<file path="config.mk">
export PLATFORM = sky130hd
export DESIGN_NAME = float_subtractor_flat
export DESIGN_NICKNAME = d
export VERILOG_FILES = /design/src/rtl/float_subtractor_if.sv /design/src/rtl/float_subtractor.sv /design/src/flat_wrapper.sv
export SDC_FILE = /design/constraint.sdc
export NUM_CORES = 1
export LEC_CHECK = 0
export CORE_AREA = 2 2 120 122
export DETAILED_ROUTE_END_ITERATION = 6
export DIE_AREA = 0 0 122 124
export GPL_TIMING_DRIVEN = 0
export MAX_ROUTING_LAYER = met4
export PLACE_DENSITY = 0.59
export RECOVER_POWER = 50
export SYNTH_ARGS = -nofsm -noshare
export SYNTH_HDL_FRONTEND = slang
export SYNTH_SLANG_ARGS = --single-unit
</file>
<file path="constraint.sdc">
create_clock -name clk -period 3.2 [get_ports clk]
set_clock_uncertainty 0.1 [all_clocks]
set_input_delay 0.8 -clock clk [delete_from_list [all_inputs] [get_ports clk]]
set_output_delay 0.8 -clock clk [all_outputs]
set_load 0.05 [all_outputs]
</file>
<file path="src/rtl/float_subtractor_if.sv">
// Start/done handshake bundle for float_subtractor: operands in, difference and flags out.
// The master drives the launch request; the slave (the subtractor) returns status and result.
interface float_subtractor_if;
  logic        start;
  logic [15:0] num1;
  logic [15:0] num2;
  logic        busy;
  logic        done;
  logic [15:0] result;
  logic        overflow;
  logic        zero;

  modport master (output start, num1, num2, input busy, done, result, overflow, zero);
  modport slave  (input start, num1, num2, output busy, done, result, overflow, zero);
endinterface

</file>
<file path="src/rtl/float_subtractor.sv">
// Multi-cycle 1/5/10 float subtractor (num1 - num2) that aligns and normalizes one bit per clock.
// Only IDLE accepts a launch; result and flags are registered on the NORM->DONE edge.
module float_subtractor (
  input  logic                clk,
  input  logic                rst_n,
  float_subtractor_if.slave   bus
);

  typedef enum logic [2:0] {S_IDLE, S_ALIGN, S_ADD, S_NORM, S_DONE} state_e;

  state_e      state_q,    state_d;
  logic        sign_a_q,   sign_a_d;
  logic [4:0]  exp_a_q,    exp_a_d;
  logic [10:0] mant_a_q,   mant_a_d;
  logic        sign_b_q,   sign_b_d;
  logic [4:0]  exp_b_q,    exp_b_d;
  logic [10:0] mant_b_q,   mant_b_d;
  logic [11:0] sum_q,      sum_d;
  logic        busy_q,     busy_d;
  logic        done_q,     done_d;
  logic [15:0] result_q,   result_d;
  logic        overflow_q, overflow_d;
  logic        zero_q,     zero_d;

  // exp==0 with fra==0 is the only zero encoding; everything else carries the hidden 1.
  function automatic logic [10:0] mant_of(input logic [15:0] x);
    if (x[14:10] == 5'd0 && x[9:0] == 10'd0) begin
      return 11'd0;
    end else begin
      return {1'b1, x[9:0]};
    end
  endfunction

  // Next-state, datapath and output computation for all registers.
  always_comb begin
    state_d    = state_q;
    sign_a_d   = sign_a_q;
    exp_a_d    = exp_a_q;
    mant_a_d   = mant_a_q;
    sign_b_d   = sign_b_q;
    exp_b_d    = exp_b_q;
    mant_b_d   = mant_b_q;
    sum_d      = sum_q;
    result_d   = result_q;
    overflow_d = overflow_q;
    zero_d     = zero_q;

    case (state_q)
      S_IDLE: begin
        if (bus.start) begin
          // Subtraction is addition of the negated subtrahend; num1 wins exponent ties.
          if (bus.num2[14:10] > bus.num1[14:10]) begin
            sign_a_d = ~bus.num2[15];
            exp_a_d  = bus.num2[14:10];
            mant_a_d = mant_of(bus.num2);
            sign_b_d = bus.num1[15];
            exp_b_d  = bus.num1[14:10];
            mant_b_d = mant_of(bus.num1);
          end else begin
            sign_a_d = bus.num1[15];
            exp_a_d  = bus.num1[14:10];
            mant_a_d = mant_of(bus.num1);
            sign_b_d = ~bus.num2[15];
            exp_b_d  = bus.num2[14:10];
            mant_b_d = mant_of(bus.num2);
          end
          state_d = S_ALIGN;
        end else begin
          state_d = S_IDLE;
        end
      end
      S_ALIGN: begin
        if (exp_b_q == exp_a_q || mant_b_q == 11'd0) begin
          state_d = S_ADD;
        end else begin
          mant_b_d = mant_b_q >> 1;
          exp_b_d  = exp_b_q + 5'd1;
        end
      end
      S_ADD: begin
        if (sign_a_q == sign_b_q) begin
          sum_d = {1'b0, mant_a_q} + {1'b0, mant_b_q};
        end else if (mant_a_q >= mant_b_q) begin
          sum_d = {1'b0, mant_a_q} - {1'b0, mant_b_q};
        end else begin
          sum_d    = {1'b0, mant_b_q} - {1'b0, mant_a_q};
          sign_a_d = sign_b_q;
        end
        state_d = S_NORM;
      end
      S_NORM: begin
        if (sum_q == 12'd0) begin
          result_d   = 16'h0000;
          overflow_d = 1'b0;
          zero_d     = 1'b1;
          state_d    = S_DONE;
        end else if (sum_q[11]) begin
          if (exp_a_q == 5'd31) begin
            result_d   = {sign_a_q, 5'h1F, 10'h3FF};
            overflow_d = 1'b1;
          end else begin
            result_d   = {sign_a_q, exp_a_q + 5'd1, sum_q[10:1]};
            overflow_d = 1'b0;
          end
          zero_d  = 1'b0;
          state_d = S_DONE;
        end else if (sum_q[10]) begin
          result_d   = {sign_a_q, exp_a_q, sum_q[9:0]};
          overflow_d = 1'b0;
          zero_d     = 1'b0;
          state_d    = S_DONE;
        end else if (exp_a_q == 5'd0) begin
          // Underflow: no denormals, so flush to positive zero.
          result_d   = 16'h0000;
          overflow_d = 1'b0;
          zero_d     = 1'b1;
          state_d    = S_DONE;
        end else begin
          sum_d   = sum_q << 1;
          exp_a_d = exp_a_q - 5'd1;
        end
      end
      S_DONE: begin
        state_d = S_IDLE;
      end
      default: begin
        state_d = S_IDLE;
      end
    endcase

    busy_d = (state_d == S_ALIGN) || (state_d == S_ADD) || (state_d == S_NORM);
    done_d = (state_d == S_DONE);
  end

  // State and output registers; reset discards any in-flight operation.
  always_ff @(posedge clk or negedge rst_n) begin
    if (!rst_n) begin
      state_q    <= S_IDLE;
      sign_a_q   <= 1'b0;
      exp_a_q    <= 5'd0;
      mant_a_q   <= 11'd0;
      sign_b_q   <= 1'b0;
      exp_b_q    <= 5'd0;
      mant_b_q   <= 11'd0;
      sum_q      <= 12'd0;
      busy_q     <= 1'b0;
      done_q     <= 1'b0;
      result_q   <= 16'h0000;
      overflow_q <= 1'b0;
      zero_q     <= 1'b0;
    end else begin
      state_q    <= state_d;
      sign_a_q   <= sign_a_d;
      exp_a_q    <= exp_a_d;
      mant_a_q   <= mant_a_d;
      sign_b_q   <= sign_b_d;
      exp_b_q    <= exp_b_d;
      mant_b_q   <= mant_b_d;
      sum_q      <= sum_d;
      busy_q     <= busy_d;
      done_q     <= done_d;
      result_q   <= result_d;
      overflow_q <= overflow_d;
      zero_q     <= zero_d;
    end
  end

  assign bus.busy     = busy_q;
  assign bus.done     = done_q;
  assign bus.result   = result_q;
  assign bus.overflow = overflow_q;
  assign bus.zero     = zero_q;

endmodule

</file>
<file path="src/flat_wrapper.sv">
// flat-port wrapper written by rule: the top's interface ports become plain ports
module float_subtractor_flat 
  (clk, rst_n, bus_start, bus_num1, bus_num2, bus_busy, bus_done, bus_result, bus_overflow, bus_zero);
  float_subtractor_if bus_i ();
  input  logic clk;
  input  logic rst_n;
  input wire logic [$bits(bus_i.start)-1:0] bus_start;
  input wire logic [$bits(bus_i.num1)-1:0] bus_num1;
  input wire logic [$bits(bus_i.num2)-1:0] bus_num2;
  output wire logic [$bits(bus_i.busy)-1:0] bus_busy;
  output wire logic [$bits(bus_i.done)-1:0] bus_done;
  output wire logic [$bits(bus_i.result)-1:0] bus_result;
  output wire logic [$bits(bus_i.overflow)-1:0] bus_overflow;
  output wire logic [$bits(bus_i.zero)-1:0] bus_zero;
  assign bus_i.start = bus_start;
  assign bus_i.num1 = bus_num1;
  assign bus_i.num2 = bus_num2;
  assign bus_busy = bus_i.busy;
  assign bus_done = bus_i.done;
  assign bus_result = bus_i.result;
  assign bus_overflow = bus_i.overflow;
  assign bus_zero = bus_i.zero;
  float_subtractor u_core (.clk(clk), .rst_n(rst_n), .bus(bus_i));
endmodule
</file>
Yosys cells after proc, flatten, opt, wreduce, memory -nomap -nowiden
Index checks and enable logic that the tools add are counted.
- bits in registers: 69
- bits of input ports: 35
- output and inout bits: 20
- logic and storage cells: 120
- $add $sub $neg: 6
- order comparisons: 2
- equal/unequal tests: 18
- multiplexer cells: 52
- bitwise operators: 1
- reduce and logical (&&, ||, !) cells: 26
- operators with widths (operator ; count):
    two-way mux 11 bit ; 7
    two-way mux 16 bit ; 4
    two-way mux 12 bit ; 5
    two-way mux 5 bit ; 9
    one-hot mux 12 bit (2 select lines) ; 1
    subtractor 11 x 11 -> 12 bit ; 2
    one-hot mux 11 bit (2 select lines) ; 1
    zero test 10 bit ; 2
    one-hot mux 5 bit (2 select lines) ; 2
    != test 2 bit (second input constant) ; 8
    zero test 5 bit ; 3
    two-way mux 1 bit ; 15
    two-way mux 15 bit ; 1
    two-way mux 3 bit ; 5
    adder 11 x 11 -> 12 bit ; 1
    equality test 3 x 2 -> 1 bit (second input constant) ; 4
    zero test 12 bit ; 1
    one-hot mux 3 bit (4 select lines) ; 1
    >= comparator 11 bit ; 1
    zero test 11 bit ; 1
    adder 5 x 1 -> 5 bit (second input constant) ; 2
    nonzero test 2 bit ; 4
    equality test 3 x 1 -> 1 bit (second input constant) ; 2
    AND reduction 2 bit ; 3
    other kinds (16) ; 20

Depth between registers and ports, before layout
Gate-level depths: netlist (run 1).
- word-level depth: 9
- mapped depth: 12

Worst setup path before layout (run 1)
OpenSTA, ideal clock, no wires.
- path type: input port to flip-flop
- start point: input port bus_num1[11]
- end point: register u_core.mant_a_q[10]
- arrival: 2.510 ns
- data required time: 2.966 ns
- path slack: 0.456 ns
- cell stages on the path: 11
- cell sequence: inv_1 ha_1 nor2b_1 o21a_1 o21a_1 o21ai_1 buf_4 buf_4 buf_2 mux2i_1 o21ai_0
- cells in the longest elaborated chain, start to end: 4
- RTL lines (item ; RTL line ; text):
    start, declared ; flat_wrapper.sv:8 ; input wire logic [$bits(bus_i.num1)-1:0] bus_num1;
    parallel branches: the longest is 3 deep, another holds > comparator 5 bit ; -- ;
    two-way mux 11 bit * ; float_subtractor.sv:52 ; if (bus.num2[14:10] > bus.num1[14:10]) begin
    end signal, assigned ; float_subtractor.sv:155 ; mant_a_q <= mant_a_d;
    end, declared ; float_subtractor.sv:14 ; logic [10:0] mant_a_q, mant_a_d;
Mark *: on every way between the ends.
A chain may end at the register's enable or synchronous reset.

Final worst setup path (run 1)
- start point: input port bus_num2[11]
- end point: register u_core.exp_a_q[2]
- cells in the longest elaborated chain, start to end: 4
- RTL lines (item ; RTL line ; text):
    start, declared ; flat_wrapper.sv:9 ; input wire logic [$bits(bus_i.num2)-1:0] bus_num2;
    > comparator 5 bit ; float_subtractor.sv:52 ;
    two-way mux 5 bit ; float_subtractor.sv:52 ;
    two-way mux 5 bit ; float_subtractor.sv:50 ; if (bus.start) begin
    one-hot mux 5 bit (2 select lines) ; float_subtractor.sv:48 ; case (state_q)
    end signal, assigned ; float_subtractor.sv:154 ; exp_a_q <= exp_a_d;
    end, declared ; float_subtractor.sv:13 ; logic [4:0] exp_a_q, exp_a_d;
Every way passes these cells. The select of a mux whose other input is x is not followed.

==> impl_metrics.yaml, run 1 <==
final_layout:
  syn_to_final_growth_pct: 20.5
  final_cell_count_no_fill: 899
  fin_nets: 794
  drive_above_1_share_pct: 8.07
  num_antenna_cells: 0
  multiInputGateArea_um2: 3370
  number_of_inserted_filler_cells_in_the_final_layout: 1381
  layout.area.seq_um2: 1730
detailed_routing:
  postRouteAntennaNets: 0
  post-route-drc-count: 0
  drtPass1Iterations: 5
  drtIter0Drc: 369
  post_drt_wl_per_cell_um: 17.9
  vias: 4969
  routed_via_density: 5.53
  drt-total-wl_um: 16100
place:
  io_buffer_count: 54
  dp_worst_setup_slack_ns: -0.426
  gp_congestion: 0.862
  post-dp-hpwl_um: 12700
  placedCellCount: 878
logic_synthesis:
  post_synth_mux_area_share_pct: 6.95
  synth_top_cells_by_area: "sky130_fd_sc_hd__dfrtp_1 32%, sky130_fd_sc_hd__ha_1 9.6%, sky130_fd_sc_hd__mux2i_1 6.4%, sky130_fd_sc_hd__nor2_1 4.4%, sky130_fd_sc_hd__nand2_1 3.8%"
  ys.flop_type: "sky130_fd_sc_hd__dfrtp_1"
  synth_edf_count: 0
  yosys.area_share.xor_xnor_pct: 3.22
  yosys.area_share.simple_pct: 16.6
  synth_warnings: 0
  post_synthesis_sequential_area_ratio_pct: 31.5
  synth_area_um2: 5470
  synth_top_family_by_area: "compound AO/OA/AOI/OAI gates"
  synthesis.area_per_instance_um2: 8.51
  post_synth_fa_ha_maj_area_fraction_pct: 10.7
  area_fraction_in_compound_gates_after_synthesis_pct: 24.1
  synth.ff_latch_count: 69
  synth_area_leader_cell: "sky130_fd_sc_hd__dfrtp_1"
  post_synth_num_cell_types: 65
  synthesis.instances: 643
  synth_top_cells_by_count: "69 x sky130_fd_sc_hd__dfrtp_1, 64 x sky130_fd_sc_hd__nor2_1, 55 x sky130_fd_sc_hd__nand2_1"
  postSynthNetCount: 723
  post-synth-top-count-cell: "sky130_fd_sc_hd__dfrtp_1"
  async_reset_ff_share_pct: 100
  fraction_of_synthesized_cell_area_taken_by_the_top_area_cell_type_pct: 31.5
clocking:
  clkSinkCount: 69
  root_buffer: "sky130_fd_sc_hd__clkbuf_16"
  numCtsBuffers: 9
  path_clk_slew_ns: 0.06
  clock_tree_buf_depth: 2
  insertion_delay_of_the_later_clocked_pin_in_the_worst_skew_pair_ns: 0.34
  cts_tree: "yes"
  htree_num_levels: 3
setup_path:
  worstReg2RegStart: "u_core.mant_b_q[10]"
  r2r_cells: 11
  regToRegSetupSlack_ns: 0.21
  end_of_the_critical_path: "u_core.exp_a_q[2]"
  critical_path_arrival_ns: 3.18
  worst-path-buf-inv: 3
  crit_path_start_kind: "primary input"
  slowest_stage_cell_crit_path: "sky130_fd_sc_hd__clkdlybuf4s50_1"
  critical_path_class: "primary input to flop"
  critPathMaxStageDelay_ns: 0.50
  crit_family: "buffers and inverters"
  worstSetupStartpoint: "bus_num2[11]"
  r2r-end: "u_core.sum_q[4]"
  worstPathCellList: "clkdlybuf4s50_1 -> ha_1 -> nor2b_1 -> o21a_1 -> o21a_1 -> o21ai_1 -> buf_6 -> buf_6 -> mux2i_2 -> nor2_1 -> a221o_1"
  timing.critical_path.required_ns: 3.32
  end_kind: "flop"
  crit_path_max_fanout: 10
  timing.critical_path.depth: 11
status:
  status: "complete, but fails checks"
  failed_checks: "capacitance limit, slew limit"
timing:
  timing_hold_violations_final: 0
  drv_slew: 62
  relSlewSlack_pct: -2.84
  setup_repair_after_global_routing_missed_its_margin: "no"
  timing.final.crit_share_pct: 95.6
  fin_crit_ns: 3.06
  timing.final.setup_violations: 0
  worst-slew-pin-transition_ns: 1.54
  max_freq_mhz: 327
  final.setup.tns_ns: 0
  final_worst_slack_ns: 0.140
pwr:
  power-per-cell-area_nw_per_um2: 1270
  leakage_nw: 3.08
  power.total_mw: 8.38
  irDropWorstVdd_v: 0.000390
floorplan:
  top_level_ports: 55
  chipWidth_um: 122
  die-area_um2: 15100
  start_util_pct: 39.9
  placement_rows: 43
  chipHeight_um: 124
  core_um2: 13700
global_route:
  track_usage_pct: 22.9
  global_route.overflow_total: 0
  grt_max_degree: 62
  grt_first_pass_wirelength_um: 25900
  antenna_found_initial: 0
  first_global_vias: 5021
min_path:
  hold_class: "primary input to async pin"
job:
  timing.max_cap.violations: 1
==> logic make-up after synthesis <==
logic type	after synthesis
xor gates and xnor gates	18
buffers and inverters	86
AOI/OAI and AO/OA	194
and+or+nand+nor	194
adders and majority gates	45
DFF	69
muxes	37
==> where the power goes <==
part	internal, mW	leakage, nW	switching, mW	total [mW]
combinational	2.21	2.10	3.37	5.57
clock	0.606	0.146	0.417	1.02
sequential	1.27	0.828	0.510	1.78
==> area by class of cell <==
type	count	share of cell area, %
Buffer	40	3.39
Clock buffer	9	3.41
Clock inverter	7	1.12
Inverter	46	2.62
Multi-Input combinational cell	488	51.1
Sequential cell	69	26.2
Tap cell	180	3.41
Timing Repair Buffer	60	8.78
==> how the worst min path moves through the flow <==
| stage | start | slack, ns | to | depth (start not counted) |
|---|---|---|---|---|
| 3_3_place_gp | u_core.bus.result[14] | 0.36 | u_core.bus.result[14] | 2 |
| 3_5_place_dp | u_core.bus.result[3] | 0.37 | u_core.bus.result[3] | 2 |
| 6_report | rst_n | 0.31 | u_core.mant_b_q[5] | 1 |
| 2_1_floorplan | u_core.sum_q[0] | 0.39 | u_core.sum_q[0] | 2 |
| 5_1_grt | rst_n | 0.36 | u_core.mant_b_q[5] | 1 |
| 4_1_cts | rst_n | 0.19 | u_core.mant_b_q[5] | 1 |
==> layer usage <==
metal  part of all wire (%)  GRT usage [%]  vias to the layer above
met5                      0              -                        -
met4                    1.5           6.47                        0
met3                    3.9           3.66                       19
met2                     49           39.2                      103
met1                     45           28.2                     2394
li1                       -              -                     2453
==> repair_timing <==
action                                  CTS  global route
buffers inserted                          0             5
cloned                                    0             0
resized for setup                         2             5
hold buffers                              0             0
endpoints found under the setup margin    7            17
hold endpoints to repair                  0             0
==> sequential cells by signal, summed over array words and instances (netlist names) <==
register	count
u_core.bus.overflow	1
u_core.bus.done	1
u_core.bus.busy	1
u_core.exp_a_q	5
u_core.bus.zero	1
u_core.exp_b_q	5
u_core.mant_b_q	11
u_core.sum_q	12
u_core.sign_b_q	1
u_core.mant_a_q	11
u_core.sign_a_q	1
u_core.state_q	3
u_core.bus.result	16
==> per-stage QoR <==
stage | utilization (%) | area, um2 | hold slack (ns)
finish | 48.1 | 6600 | 0.313
global route | 48.1 | 6600 | 0.356
CTS | 47.9 | 6570 | 0.190
detailed placement | 45.7 | 6260 | 0.374
global placement | 45.5 | 6240 | 0.356
floorplan | - | 5470 | 0.393
==> cells in the final DEF, fill, tap and decap left out, types with 9 or more instances in the layout <==
master                             n
sky130_fd_sc_hd__inv_1            46
sky130_fd_sc_hd__o31ai_1          20
sky130_fd_sc_hd__a21oi_1          38
sky130_fd_sc_hd__a211oi_1         17
sky130_fd_sc_hd__clkbuf_16         9
sky130_fd_sc_hd__ha_1             42
sky130_fd_sc_hd__clkbuf_1         23
sky130_fd_sc_hd__nand3_1          13
sky130_fd_sc_hd__a21o_1           17
sky130_fd_sc_hd__xnor2_1          12
sky130_fd_sc_hd__nor4_1           13
sky130_fd_sc_hd__dfrtp_1          69
sky130_fd_sc_hd__clkdlybuf4s50_1  44
sky130_fd_sc_hd__mux2i_1          34
sky130_fd_sc_hd__nor3_1           15
sky130_fd_sc_hd__o21ai_0          39
sky130_fd_sc_hd__a31oi_1          10
sky130_fd_sc_hd__nor2_1           64
sky130_fd_sc_hd__nand2_1          55
Note: power is estimated with default switching activity, not from simulation.
==> inputs of run 2 (changes only) <==
--- a/config.mk
+++ b/config.mk
@@ -5,9 +5,9 @@
 export SDC_FILE = /design/constraint.sdc
 export NUM_CORES = 1
 export LEC_CHECK = 0
-export CORE_AREA = 2 2 120 122
+export CORE_AREA = 3 3 121 123
 export DETAILED_ROUTE_END_ITERATION = 6
-export DIE_AREA = 0 0 122 124
+export DIE_AREA = 0 0 124 126
 export GPL_TIMING_DRIVEN = 0
 export MAX_ROUTING_LAYER = met4
 export PLACE_DENSITY = 0.59
@@ -15,3 +15,4 @@
 export SYNTH_ARGS = -nofsm -noshare
 export SYNTH_HDL_FRONTEND = slang
 export SYNTH_SLANG_ARGS = --single-unit
+export TNS_END_PERCENT = 10
==> constraint.sdc (replaced) <==
create_clock -name clk -period 3.2 [get_ports clk]
set_clock_uncertainty 0.1 [all_clocks]
set_input_delay 0.8 -clock clk [delete_from_list [all_inputs] [get_ports clk]]
set_output_delay 0.8 -clock clk [all_outputs]
set_load 0.01 [all_outputs]
==> run 2 against run 1 <==
Effect of this change:
- worst hold slack improved by 0.060 ns
- routed wire length decreased by 3.5%
- count of clock-buffer cells in the layout up 3
- highest routed layer unchanged
- final cell count decreased by 0.67%
- power is 3.8% lower
- largest cell class unchanged
- sequential share of layout area is 0.064 points lower
- sequential power barely moved
- critical path depth up 1
- the run still ends with capacitance limit, slew limit left
- critical endpoint unchanged
- first-iteration DRC count fell by 0.27%
- sequential cell count did not move
- largest power group unchanged
==> impl_metrics.yaml, run 2 (synthesis results as in run 1) <==
setup_path:
  crit_path_max_fanout: 10
  critical_path_arrival_ns: 3.25
  slowest_stage_cell_crit_path: "sky130_fd_sc_hd__clkdlybuf4s50_1"
  critical_path_class: "primary input to flop"
  crit_path_start_kind: "primary input"
  worstPathCellList: "clkdlybuf4s50_1 -> inv_1 -> ha_1 -> nor2b_1 -> o21a_1 -> o21a_1 -> o21ai_1 -> buf_6 -> buf_6 -> mux2i_2 -> nor2_1 -> a221o_1"
  worst-path-buf-inv: 4
  crit_family: "buffers and inverters"
  critPathMaxStageDelay_ns: 0.54
  timing.critical_path.required_ns: 3.31
  end_kind: "flop"
clocking:
  insertion_delay_of_the_later_clocked_pin_in_the_worst_skew_pair_ns: 0.33
  htree_num_levels: 3
  root_buffer: "sky130_fd_sc_hd__clkbuf_16"
  numCtsBuffers: 9
  path_clk_slew_ns: 0.06
  clkSinkCount: 69
  cts_tree: "yes"
  clock_tree_buf_depth: 2
floorplan:
  start_util_pct: 39.7
  chipHeight_um: 126
  die-area_um2: 15600
  chipWidth_um: 124
  core_um2: 13800
  top_level_ports: 55
  placement_rows: 43
final_layout:
  fin_nets: 789
  largest_register_ff_count: 16
  most_common_cell_after_layout_fill_and_taps_aside: "sky130_fd_sc_hd__dfrtp_1"
  layout_common_cells: "69 x sky130_fd_sc_hd__dfrtp_1, 64 x sky130_fd_sc_hd__nor2_1, 55 x sky130_fd_sc_hd__nand2_1"
  drive_above_1_share_pct: 7.43
  num_antenna_cells: 0
  syn_to_final_growth_pct: 20.8
timing:
  finalHoldWorstSlack_ns: 0.373
  timing.final.setup_violations: 0
  fin_crit_ns: 3.14
  setup_repair_after_global_routing_missed_its_margin: "yes"
  final_worst_slack_ns: 0.0623
  timing_hold_violations_final: 0
  max_freq_mhz: 319
  relSlewSlack_pct: -15.9
  timing.final.crit_share_pct: 98.1
  drv_slew: 29
  worst-slew-pin-transition_ns: 1.74
status:
  status: "complete, but fails checks"
  failed_checks: "capacitance limit, slew limit"
global_route:
  grt_first_pass_wirelength_um: 25000
  antenna_found_initial: 0
  track_usage_pct: 20.9
  global_route.overflow_total: 0
  first_global_vias: 4848
  grt_max_degree: 42
detailed_routing:
  drtIter0Drc: 368
  drt-total-wl_um: 15500
  drtPass1Iterations: 5
  postRouteAntennaNets: 0
  vias: 5003
  post_drt_wl_per_cell_um: 17.4
  post-route-drc-count: 0
  routed_via_density: 5.60
place:
  post-dp-hpwl_um: 12300
  gp_congestion: 0.909
  dp_worst_setup_slack_ns: -0.399
  io_buffer_count: 54
job:
  timing.max_cap.violations: 1
min_path:
  hold_class: "flop to flop"
pwr:
  power-per-cell-area_nw_per_um2: 1220
  leakage_nw: 3.05
  irDropWorstVdd_v: 0.000479
[run 2: changes by cell type in the layout (fill, tap and decap cells not counted), sizes merged]
cell / previous run / this run
clkdlybuf4s50: 44 / 45
inv: 47 / 46
clkinv: 4 / 1
buf: 21 / 18
clkbuf: 35 / 36
dlymetal6s2s: 1 / 0
bufinv: 1 / 2
clkinvlp: 1 / 0
[run 2: final cells by class]
class	instances	area, um2
clock buffer	12	256
timing repair buffer	55	562
fill	1389	7160
multi-input combinational	488	3380
inverter	46	173
buffer	40	224
clock inverter	3	68.8
sequential	69	1730
tap	180	225
[run 2: path summary, 6_finish.rpt]
check / slack [ns] / startpoint / depth (start not counted) / to
worst max register to register: 0.22 / u_core.mant_b_q[0] / 9 / u_core.sum_q[3]
worst max-delay path: 0.06 / bus_num1[11] / 12 / u_core.exp_a_q[2]
max in group asynchronous: 1.17 / rst_n / 1 / u_core.bus.result[15]
worst min-delay path: 0.37 / u_core.bus.result[14] / 2 / u_core.bus.result[14]
worst min register to register: 0.37 / u_core.bus.result[14] / 2 / u_core.bus.result[14]
min in group asynchronous: 0.82 / rst_n / 1 / u_core.sum_q[7]
[run 2: report_power, final]
group          switching [mW]  internal, mW  total, mW
registers               0.498          1.27       1.77
clock network           0.362         0.722       1.08
logic                    3.01          2.20       5.21
total                    3.87          4.19       8.06
[run 2: worst reg2reg max path, stage by stage, from the launching register on]
cell	delay [ns]
sky130_fd_sc_hd__dfrtp_1	0.44
sky130_fd_sc_hd__ha_1	0.27
sky130_fd_sc_hd__fa_1	0.46
sky130_fd_sc_hd__nand3b_4	0.18
sky130_fd_sc_hd__a311oi_2	0.30
sky130_fd_sc_hd__nor3_2	0.13
sky130_fd_sc_hd__a2111oi_0	0.35
sky130_fd_sc_hd__a211oi_1	0.17
sky130_fd_sc_hd__mux2i_1	0.19
sky130_fd_sc_hd__a221o_1	0.28
[run 2: metrics by stage]
step | TNS, ns | utilization [%] | power (mW) | area [um2] | cells
3_3_place_gp | -95.80 | 45.3 | 6.87 | 6240 | 877
2_1_floorplan | 0 | - | 5.46 | 5470 | 643
6_report | 0 | 48.0 | 8.06 | 6610 | 893
3_5_place_dp | -6.93 | 45.5 | 6.96 | 6260 | 878
5_1_grt | -0.0193 | 48.0 | 8.73 | 6610 | 893
4_1_cts | 0 | 47.9 | 8.07 | 6600 | 893
[run 2: what timing repair did]
item                       CTS  global route
resized for setup            3             6
hold buffers                 0             0
setup endpoints to repair    4             9
setup buffers                0             0
hold endpoints to repair     0             0
[run 2: layer usage]
metal  global-route usage [%]  up-vias  routed length [um]
met2                     32.1      131                7300
li1                         -     2442                   -
met3                     2.69       22                 651
met1                     28.6     2408                7250
met5                        -        -                   0
met4                     6.44        0                 330
==> inputs of run 3 (changes only) <==
--- a/config.mk
+++ b/config.mk
@@ -5,6 +5,7 @@
 export SDC_FILE = /design/constraint.sdc
 export NUM_CORES = 1
 export LEC_CHECK = 0
+export ABC_CLOCK_PERIOD_IN_PS = 3200
 export CORE_AREA = 3 3 121 123
 export DETAILED_ROUTE_END_ITERATION = 6
 export DIE_AREA = 0 0 124 126
@@ -12,6 +13,7 @@
 export MAX_ROUTING_LAYER = met4
 export PLACE_DENSITY = 0.59
 export RECOVER_POWER = 50
+export SLEW_MARGIN = 20
 export SYNTH_ARGS = -nofsm -noshare
 export SYNTH_HDL_FRONTEND = slang
 export SYNTH_SLANG_ARGS = --single-unit
==> results of run 3 <==
The final DEF is identical to that of run 2; final timing and power are the same.
